### src/rtl/bf_proc.sv
// Multi-cycle Brainfuck core: fetches opcodes from a synchronous ROM and works on a synchronous
// cell RAM. Define BF_CELL8_EN for 8-bit wrapping cells on '+'/'-' and 8-bit loop zero tests.
module bf_proc #(
  parameter int unsigned DATA_ADDR_WIDTH  = 16,
  parameter int unsigned DATA_VALUE_WIDTH = 32,
  parameter int unsigned PROG_ADDR_WIDTH  = 16,
  parameter int unsigned PROG_VALUE_WIDTH = 10
) (
  input  logic                        clk,
  input  logic                        reset,
  input  logic                        en,
  output logic [PROG_ADDR_WIDTH-1:0]  prog_addr,
  output logic                        prog_ren,
  input  logic [PROG_VALUE_WIDTH-1:0] prog_rval,
  output logic [DATA_ADDR_WIDTH-1:0]  data_addr,
  output logic                        data_ren,
  input  logic [DATA_VALUE_WIDTH-1:0] data_rval,
  output logic                        data_wen,
  output logic [DATA_VALUE_WIDTH-1:0] data_wval,
  output logic [7:0]                  stdout,
  output logic                        stdout_en
);

  typedef enum logic [2:0] {
    StFetch, StExec, StScanF, StScanB, StChkF, StChkB, StHalt
  } state_e;

  localparam logic [2:0] OpEnd   = 3'd0;
  localparam logic [2:0] OpRight = 3'd1;
  localparam logic [2:0] OpLeft  = 3'd2;
  localparam logic [2:0] OpInc   = 3'd3;
  localparam logic [2:0] OpDec   = 3'd4;
  localparam logic [2:0] OpOut   = 3'd5;
  localparam logic [2:0] OpOpen  = 3'd6;
  localparam logic [2:0] OpClose = 3'd7;

  localparam logic [PROG_ADDR_WIDTH-1:0]  PcOne   = 1;
  localparam logic [DATA_ADDR_WIDTH-1:0]  DpOne   = 1;
  localparam logic [DATA_VALUE_WIDTH-1:0] CellOne = 1;

  state_e                      state_q, state_d;
  logic [PROG_ADDR_WIDTH-1:0]  pc_q, pc_d;
  logic [DATA_ADDR_WIDTH-1:0]  dp_q, dp_d;
  logic [PROG_ADDR_WIDTH-1:0]  depth_q, depth_d;
  logic [7:0]                  stdout_q, stdout_d;
  logic                        stdout_en_q, stdout_en_d;

  logic [2:0]                  op;
  logic                        cell_zero;
  logic [DATA_VALUE_WIDTH-1:0] cell_inc, cell_dec;
  logic                        unused_prog_bits;

  assign op               = prog_rval[2:0];
  assign unused_prog_bits = ^prog_rval[PROG_VALUE_WIDTH-1:3];

`ifdef BF_CELL8_EN
  logic unused_cell_bits;
  assign unused_cell_bits = ^data_rval[DATA_VALUE_WIDTH-1:8];
  assign cell_zero = (data_rval[7:0] == 8'd0);
  assign cell_inc  = {{(DATA_VALUE_WIDTH-8){1'b0}}, data_rval[7:0] + 8'd1};
  assign cell_dec  = {{(DATA_VALUE_WIDTH-8){1'b0}}, data_rval[7:0] - 8'd1};
`else
  assign cell_zero = (data_rval == '0);
  assign cell_inc  = data_rval + CellOne;
  assign cell_dec  = data_rval - CellOne;
`endif

  // The output pulse register is not frozen by en, so it always drops after one cycle.
  always_ff @(posedge clk) begin
    if (reset) begin
      state_q     <= StFetch;
      pc_q        <= '0;
      dp_q        <= '0;
      depth_q     <= '0;
      stdout_q    <= '0;
      stdout_en_q <= 1'b0;
    end else begin
      stdout_en_q <= stdout_en_d;
      if (en) begin
        state_q  <= state_d;
        pc_q     <= pc_d;
        dp_q     <= dp_d;
        depth_q  <= depth_d;
        stdout_q <= stdout_d;
      end
    end
  end

  always_comb begin
    state_d     = state_q;
    pc_d        = pc_q;
    dp_d        = dp_q;
    depth_d     = depth_q;
    stdout_d    = stdout_q;
    stdout_en_d = 1'b0;
    unique case (state_q)
      StFetch: state_d = StExec;
      StExec: begin
        state_d = StFetch;
        pc_d    = pc_q + PcOne;
        case (op)
          OpEnd: begin
            state_d = StHalt;
            pc_d    = pc_q;
          end
          OpRight: dp_d = dp_q + DpOne;
          OpLeft:  dp_d = dp_q - DpOne;
          OpOut: begin
            stdout_d    = data_rval[7:0];
            stdout_en_d = en;
          end
          OpOpen: begin
            if (cell_zero) begin
              depth_d = PcOne;
              state_d = StScanF;
            end
          end
          OpClose: begin
            if (!cell_zero) begin
              depth_d = PcOne;
              pc_d    = pc_q - PcOne;
              state_d = StScanB;
            end
          end
          default: ;
        endcase
      end
      StScanF: state_d = StChkF;
      StScanB: state_d = StChkB;
      StChkF: begin
        pc_d    = pc_q + PcOne;
        state_d = StScanF;
        case (op)
          OpEnd: begin
            pc_d    = pc_q;
            state_d = StHalt;
          end
          OpOpen: depth_d = depth_q + PcOne;
          OpClose: begin
            depth_d = depth_q - PcOne;
            if (depth_q == PcOne) state_d = StFetch;
          end
          default: ;
        endcase
      end
      StChkB: begin
        if (op == OpClose) depth_d = depth_q + PcOne;
        else if (op == OpOpen) depth_d = depth_q - PcOne;
        if (op == OpOpen && depth_q == PcOne) begin
          pc_d    = pc_q + PcOne;
          state_d = StFetch;
        end else if (pc_q == '0) begin
          state_d = StHalt;
        end else begin
          pc_d    = pc_q - PcOne;
          state_d = StScanB;
        end
      end
      StHalt: ;
      default: state_d = StHalt;
    endcase
  end

  always_comb begin
    prog_ren  = 1'b0;
    data_ren  = 1'b0;
    data_wen  = 1'b0;
    data_wval = (op == OpDec) ? cell_dec : cell_inc;
    unique case (state_q)
      StFetch: begin
        prog_ren = en;
        data_ren = en;
      end
      StExec:           data_wen = en && (op == OpInc || op == OpDec);
      StScanF, StScanB: prog_ren = en;
      default: ;
    endcase
  end

  assign prog_addr = pc_q;
  assign data_addr = dp_q;
  assign stdout    = stdout_q;
  assign stdout_en = stdout_en_q;

endmodule

### config.mk
export PLATFORM = sky130hd
export DESIGN_NAME = bf_proc
export DESIGN_NICKNAME = d
export VERILOG_FILES = /design/src/rtl/bf_proc.sv
export SDC_FILE = /design/constraint.sdc
export NUM_CORES = 1
export LEC_CHECK = 0
export CORE_AREA = 4 4 114 143
export DETAILED_ROUTE_END_ITERATION = 8
export DIE_AREA = 0 0 118 147
export GPL_TIMING_DRIVEN = 0
export REMOVE_ABC_BUFFERS = 1
export SLEW_MARGIN = 20
export SYNTH_ARGS = -nofsm -noshare
export SYNTH_HDL_FRONTEND = slang
export SYNTH_SLANG_ARGS = --single-unit
### constraint.sdc
create_clock -name clk -period 19.6 [get_ports clk]
set_input_delay 3.92 -clock clk [delete_from_list [all_inputs] [get_ports clk]]
set_output_delay 3.92 -clock clk [all_outputs]
set_load 0.01 [all_outputs]
* Word-level counts from Yosys, hierarchy flattened *
Cells that the tools add are included.

storage, ports and cells
  flip-flop bits (word level) = 60
  input bits = 45
  output and inout bits = 76

cells by class
  add/sub/neg operators = 8
  eq/ne operators = 22
  mux-type cells = 26
  bitwise logic cells = 3
  reduce and logical (&&, ||, !) cells = 16

operators by type and width
  operator                                               number
  two-way mux 16 bit                                     8
  case mux 16 bit (2 select lines)                       4
  case mux 16 bit (3 select lines)                       2
  adder 16 x 1 -> 16 bit (second input constant)         3
  subtractor 16 x 1 -> 16 bit (second input constant)    3
  adder 32 x 1 -> 32 bit (second input constant)         1
  logical NOT 32 bit                                     1
  two-way mux 32 bit                                     1
  subtractor 32 x 1 -> 32 bit (second input constant)    1
  equality test 3 bit (second input constant)            7
  case mux 3 bit (7 select lines)                        1
  != test 3 bit (second input constant)                  6
  equality test 16 x 1 -> 1 bit (second input constant)  1
  logical NOT 16 bit                                     1
  equality test 3 x 2 -> 1 bit (second input constant)   4
  case mux 3 bit (3 select lines)                        1
  AND reduction 7 bit                                    1
  equality test 3 x 1 -> 1 bit (second input constant)   2
  logical NOT 3 bit                                      2
  two-way mux 2 bit                                      3
  two-way mux 3 bit                                      2
  case mux 3 bit (2 select lines)                        1
  AND reduction 3 bit                                    2
  OR reduction 3 bit                                     2
  other kinds (9)                                        15

* Depth between registers and ports, before layout *
Gate-level depths: netlist (run 1).

  depth in word-level cells = 4
  gate-level depth with buffers = 13

* Least setup slack after synthesis (run 1) *
No wires, ideal clock.

  kind = input -> output
  start = in prog_rval[0]
  end = out data_wval[30]
  arrival time = 9103 ps
  path slack = 6577 ps
  stages on the path = 12
  path buffers = 2
  cells stage by stage = clkbuf_1 nor3b_1 ha_1 a2111oi_0 o211ai_1 and3_1 clkbuf_1 a311o_1 and2_1 a311oi_1 o31ai_1 xor2_1

between the ends
  word-level cells in the longest chain between the ends = 2

RTL lines
  what                 RTL line  RTL
  start: declaration   14        input logic [PROG_VALUE_WIDTH-1:0] prog_rval,
  equality test 3 bit  168       data_wval = (op == OpDec) ? cell_dec : cell_inc;
  two-way mux 32 bit   168
  end: declaration     19        output logic [DATA_VALUE_WIDTH-1:0] data_wval,

Every way passes these cells.

* Final worst setup path (run 1) *
Same ends and word-level chain as after synthesis.

==> results.py, run 1 <==
metrics = {
    "synth": {
        "yosysUniqueCellTypes": 65,
        "syn_area_sq_um": 5884,
        "synth-main-ff-cell": "dfxtp_1",
        "synth-seq-cells": 60,
        "synth_simple_gate_area_share_pct": 27.32,
        "async_reset_ff_share_pct": 0,
        "synth_top_family_by_area": "simple AND/OR/NAND/NOR gates",
        "ys_seq_area_share_pct": 20.41,
        "synthCells": 792,
        "synth_compound_area_share_pct": 24.94,
        "ys.warnings.count": 0,
        "synth.top_cell.area_share_pct": 20.41,
        "synth_area_leader_cell": "dfxtp_1",
        "yosys.area_share.adder_pct": 11.31,
        "ys_top_cells_by_area": "dfxtp_1 20%, ha_1 11%, xnor2_1 7.3%, a21oi_1 5.8%, nor2_1 5.5%",
        "synth_xor_area_share_pct": 9.675,
        "muxShareOfSynthArea_pct": 2.211,
        "syn_avg_cell_area_sq_um": 7.430,
        "synth_edf_count": 0,
    },
    "floorplanning": {
        "rows": 50,
        "initial_utilization_pct": 39.52,
        "io_pins": 121,
        "die_area_sq_um": 17350,
        "die_x_um": 118,
        "die_y_um": 147,
        "core_sq_um": 14890,
    },
    "pwr": {
        "ir_drop_uv": 36.01,
        "power_uw": 408.8,
        "power-per-cell-area_nw_per_um2": 55.13,
        "p_leak_uw": 0.002876,
    },
    "grt": {
        "grt_pass1_vias": 5977,
        "globalRouteOverflowTotal": 0,
        "grt_max_degree": 69,
        "grt_pass1_wl_um": 28840,
        "grt_antenna_before_repair": 0,
        "grt_use_total_pct": 19.59,
    },
    "routing": {
        "dr.pass1.iters": 6,
        "vias": 6177,
        "drt_wl_total_um": 17280,
        "avgRoutedWirePerCell_um": 16.26,
        "initialDrtViolationCount": 294,
        "via_per_inst": 5.811,
        "drc_errors": 0,
        "detail-route-antenna-nets": 0,
    },
    "final_layout": {
        "drive_above_1_share_pct": 3.632,
        "n_fill_cell": 1511,
        "layout_commonest_cell": "clkdlybuf4s50_1",
        "syn_to_final_growth_pct": 26.03,
        "final_cell_mix": "112 x clkdlybuf4s50_1, 86 x nor2_1, 68 x a21oi_1",
        "final_util_pct": 49.81,
        "stdcell_area_sq_um": 7416,
        "nets": 973,
        "antennaDiodeCount": 0,
    },
    "timing": {
        "fmax_mhz": 79.99,
        "worst_hold_slack_ps": 477.4,
        "period_share_pct": 63.78,
        "setup_tns_ps": 0,
        "rsz0062_at_grt": "false",
        "finalHoldViolations": 0,
        "slew_headroom_pct": 27.06,
        "finalCriticalPeriod_ps": 12500,
        "tightest_slew_ps": 1086,
        "fin_skew_ps": 8.137,
        "finalSetupViolations": 0,
        "slew_viol_final": 0,
    },
    "setup_path": {
        "cp_max_fo": 10,
        "critPathRequiredTime_ps": 15680,
        "end_kind": "output port",
        "cp.arrival_ps": 8580,
        "cp-start-kind": "input pin",
        "crit_type": "in2out",
    },
    "placement": {
        "placed_cell_area_sq_um": 7108,
        "dp_hpwl_um": 13120,
        "port_buffers": 113,
        "place.gp.congestion": 0.8852,
    },
    "clock_network": {
        "cts_buffers": 9,
        "htree_levels": 3,
        "clk_pin_slew_ps": 60,
        "cts_tree": "yes",
        "clk_path_buf_depth": 2,
        "cts_setup_buffers": 0,
        "cts.sinks": 60,
        "clkLatencyLatePin_ps": 340,
        "cts_hold_buf": 0,
        "clockRootBuffer": "clkbuf_16",
        "post_cts_resized": 0,
    },
    "hold_path": {
        "hold_class": "reg2reg",
    },
    "run": {
        "maxCapViolCount": 0,
    },
    "status": {
        "run_status": "finished clean",
    },
}
## cell type report
class | count | area, sq um | share of cell area [%]
clock buffers | 9 | 225.2 | 3.037
clock inverters | 7 | 75.07 | 1.012
inverters | 21 | 78.83 | 1.063
multi-input cells | 668 | 4453 | 60.05
flip-flops and latches | 60 | 1201 | 16.20
well taps | 182 | 227.7 | 3.071
repair buffers | 116 | 1155 | 15.57
## final timing paths
check             slack, ps            end  cells past startpoint    startpoint
setup / recovery       7100  data_wval[30]                     12  prog_rval[0]
hold / removal          480   data_addr[5]                      2  data_addr[5]
setup reg to reg      16460   prog_addr[7]                      7  prog_addr[6]
hold reg to reg         480   data_addr[5]                      2  data_addr[5]
## critical path, cell delays in order
cell and delay (ps):
clkdlybuf4s50_1 670, nor3b_2 590, ha_1 400, a2111oi_0 490
o211ai_1 180, and3_1 280, a311o_1 360, and2_1 210
a311oi_1 520, o31ai_1 170, xor2_1 210, clkdlybuf4s50_1 570
## cell families after synthesis
kind of cell / Yosys count
xor+xnor: 65
simple gates: 314
buf+inv: 64
fa+ha+maj: 52
mux: 13
flops: 60
compound gates: 224
## synthesized netlist by cell type (4+ instances only)
| cell | n |
|---|---|
| nor3_1 | 30 |
| a311oi_1 | 4 |
| nand3_1 | 25 |
| inv_1 | 21 |
| a21o_1 | 26 |
| nand4_1 | 21 |
| dfxtp_1 | 60 |
| nand2b_1 | 7 |
| o211ai_1 | 6 |
| nand3b_1 | 8 |
| nor2_1 | 86 |
| and2_1 | 4 |
| nor4_1 | 16 |
| o21ai_1 | 5 |
| nand2_1 | 50 |
| xnor2_1 | 49 |
| o21a_1 | 6 |
| a21oi_1 | 68 |
| clkbuf_1 | 41 |
| and3_1 | 14 |
| mux2i_1 | 13 |
| a211oi_1 | 13 |
| o31ai_1 | 5 |
| nor3b_1 | 5 |
| xor2_1 | 16 |
| or4_1 | 8 |
| or3_1 | 15 |
| ha_1 | 50 |
| o21ai_0 | 42 |
| o32ai_1 | 4 |
| a211o_1 | 4 |
| a31oi_1 | 4 |
| nor2b_1 | 14 |
## where the power goes
group / switching [uW] / total [uW] / internal [uW]
Combinational: 62.7 / 120 / 57.0
Clock: 62.0 / 161 / 98.9
Sequential: 4.09 / 128 / 124
## per-layer routing
layer / part of all wire, % / track usage (%) / vias to the layer above
met5: 0 / 0 / -
met4: 2.2 / 6.686 / 0
met3: 4.6 / 4.313 / 29
met2: 49 / 34.36 / 161
met1: 44 / 23.67 / 2874
li1: - / - / 3113
## per-stage QoR
stage,worst slack (ps),instances
finish,7099,1063
global route,6730,1063
CTS,7066,1063
detailed placement,7094,1047
global placement,3957,1044
floorplan,6934,749
## state kept, by name, summed over array words and instances (netlist names)
name / count
data_addr: 16
depth_q: 16
prog_addr: 16
state_q: 3
stdout: 8
stdout_en: 1
Power figures use the tool's default switching activity.
==> run 2, diff against run 1 <==
--- a/config.mk
+++ b/config.mk
@@ -9,6 +9,7 @@
 export DETAILED_ROUTE_END_ITERATION = 8
 export DIE_AREA = 0 0 118 147
 export GPL_TIMING_DRIVEN = 0
+export PLACE_DENSITY = 0.66
 export REMOVE_ABC_BUFFERS = 1
 export SLEW_MARGIN = 20
 export SYNTH_ARGS = -nofsm -noshare
==> constraint.sdc (replaced) <==
create_clock -name clk -period 10.6 [get_ports clk]
set_input_delay 2.12 -clock clk [delete_from_list [all_inputs] [get_ports clk]]
set_output_delay 2.12 -clock clk [all_outputs]
set_load 0.01 [all_outputs]
==> run 2 against run 1 <==
Clock power up 90%. Largest power group unchanged. Critical path type unchanged. Register-to-register slack worse by 9000 ps. Combinational power is 84% higher. Routed wire length shrank 3.5%. Clock skew decreased by 4.1 ps. Total power up 87%. Largest cell class unchanged. Setup slack got worse by 5700 ps.
==> results.py, run 2 (synthesized netlist as in run 1, its figures left out) <==
metrics = {
    "status": {
        "run_status": "finished clean",
    },
    "floorplanning": {
        "rows": 50,
        "core_sq_um": 14890,
        "die_area_sq_um": 17350,
        "initial_utilization_pct": 39.52,
        "die_x_um": 118,
        "io_pins": 121,
        "die_y_um": 147,
    },
    "placement": {
        "place.gp.congestion": 0.8743,
        "numPlacedInstances": 1047,
        "place_ws_ps": 1487,
        "port_buffers": 113,
        "dp_hpwl_um": 12550,
    },
    "timing": {
        "finalCriticalPeriod_ps": 9184,
        "finalHoldViolations": 0,
        "setup_tns_ps": 0,
        "finalSetupViolations": 0,
        "slew_headroom_pct": 30.45,
        "worst_hold_slack_ps": 468.9,
        "fmax_mhz": 108.9,
        "tightest_slew_ps": 1037,
        "slew_viol_final": 0,
        "rsz0062_at_grt": "false",
        "period_share_pct": 86.64,
        "fin_skew_ps": 4.003,
        "layout_setup_ws_ps": 1416,
    },
    "setup_path": {
        "crit_top_cell": "clkdlybuf4s50_1",
        "critPathRequiredTime_ps": 8480,
        "cp.arrival_ps": 7060,
        "end_kind": "output port",
        "max_stage_delay_ps": 700,
        "cp-start-kind": "input pin",
        "crit_type": "in2out",
        "slowest_stage": "clkdlybuf4s50_1",
        "cp_max_fo": 12,
        "crit_chain": "clkdlybuf4s50_1 > nor3b_2 > buf_4 > ha_1 > a2111oi_0 > o211ai_1 > and3_1 > a311o_1 > and2_1 > a311oi_1 > o31ai_1 > xor2_1 > clkdlybuf4s50_1",
    },
    "routing": {
        "drt_wl_total_um": 16690,
        "detail-route-antenna-nets": 0,
        "vias": 6074,
        "dr.pass1.iters": 5,
        "drc_errors": 0,
        "avgRoutedWirePerCell_um": 15.71,
        "initialDrtViolationCount": 291,
        "via_per_inst": 5.719,
    },
    "clock_network": {
        "htree_levels": 3,
        "cts_buffers": 9,
        "cts.sinks": 60,
        "clockRootBuffer": "clkbuf_16",
        "clk_path_buf_depth": 2,
        "clkLatencyLatePin_ps": 340,
        "cts_hold_buf": 0,
        "cts_setup_buffers": 0,
        "cts_tree": "yes",
        "clk_pin_slew_ps": 50,
        "post_cts_resized": 0,
    },
    "final_layout": {
        "drive_above_1_share_pct": 3.636,
        "n_fill_cell": 1514,
        "layout_commonest_cell": "clkdlybuf4s50_1",
        "fin_cells": 1062,
        "syn_to_final_growth_pct": 26.37,
        "final_util_pct": 49.94,
        "antennaDiodeCount": 0,
        "nets": 973,
        "final_cell_mix": "112 x clkdlybuf4s50_1, 86 x nor2_1, 68 x a21oi_1",
    },
    "grt": {
        "globalRouteOverflowTotal": 0,
        "grt_max_degree": 69,
        "grt_antenna_before_repair": 0,
        "grt_pass1_vias": 5745,
        "grt_use_total_pct": 19.04,
        "grt_pass1_wl_um": 27610,
    },
    "pwr": {
        "p_leak_uw": 0.002886,
        "power-per-cell-area_nw_per_um2": 102.7,
        "ir_drop_uv": 75.02,
    },
    "hold_path": {
        "hold_class": "reg2reg",
    },
    "run": {
        "maxCapViolCount": 0,
    },
}
-- run 2: cell types whose count changed in the layout (fill, tap and decap cells not counted) --
| cell | delta |
|---|---|
| buf_6 | +1 |
| clkinvlp_4 | -1 |
| nor3_1 | -1 |
| clkinv_2 | -1 |
| buf_4 | -1 |
| nor3_2 | +1 |
| inv_6 | -2 |
| clkbuf_8 | +3 |
-- run 2: final cells by class --
| class | count | area (sq um) | share of cell area (%) |
|---|---|---|---|
| clock buffer | 12 | 266.5 | 3.584 |
| clock inverter | 3 | 45.04 | 0.6058 |
| inverter | 21 | 78.83 | 1.060 |
| multi-input combinational | 668 | 4458 | 59.95 |
| sequential | 60 | 1201 | 16.15 |
| tap | 182 | 227.7 | 3.062 |
| timing repair buffer | 116 | 1159 | 15.58 |
-- run 2: through the flow --
stage / total power (uW) / cell area, sq um
after floorplan: 364.9 / 5720
after global placement: 460.1 / 7079
after detailed placement: 460.5 / 7112
after CTS: 772.5 / 7423
after global routing: 805.4 / 7436
final: 763.9 / 7436
-- run 2: routing by layer --
| layer | share of wire [%] | track usage, % | vias up |
|---|---|---|---|
| li1 | - | - | 3115 |
| met1 | 43 | 22.07 | 2803 |
| met2 | 49 | 33.18 | 129 |
| met3 | 5.9 | 5.044 | 27 |
| met4 | 2.5 | 7.918 | 0 |
| met5 | 0 | 0 | - |
-- run 2: worst paths after layout --
kind	startpoint	end	slack, ps	depth (start not counted)
worst max-delay path	prog_rval[2]	data_wval[30]	1420	13
worst min-delay path	data_addr[7]	data_addr[7]	470	2
worst max register to register	prog_addr[6]	prog_addr[7]	7420	7
worst min register to register	data_addr[7]	data_addr[7]	470	2
-- run 2: critical path, delay by kind of cell --
family / cells / cell delay, ps
compound gates: 5 / 1800
buf+inv: 3 / 1570
simple gates: 3 / 1040
fa+ha+maj: 1 / 320
xor+xnor: 1 / 200
-- run 2: where the power goes --
group	internal [uW]	switching [uW]
logic	106	115
clock network	200	107
registers	230	7.49
total	535	229
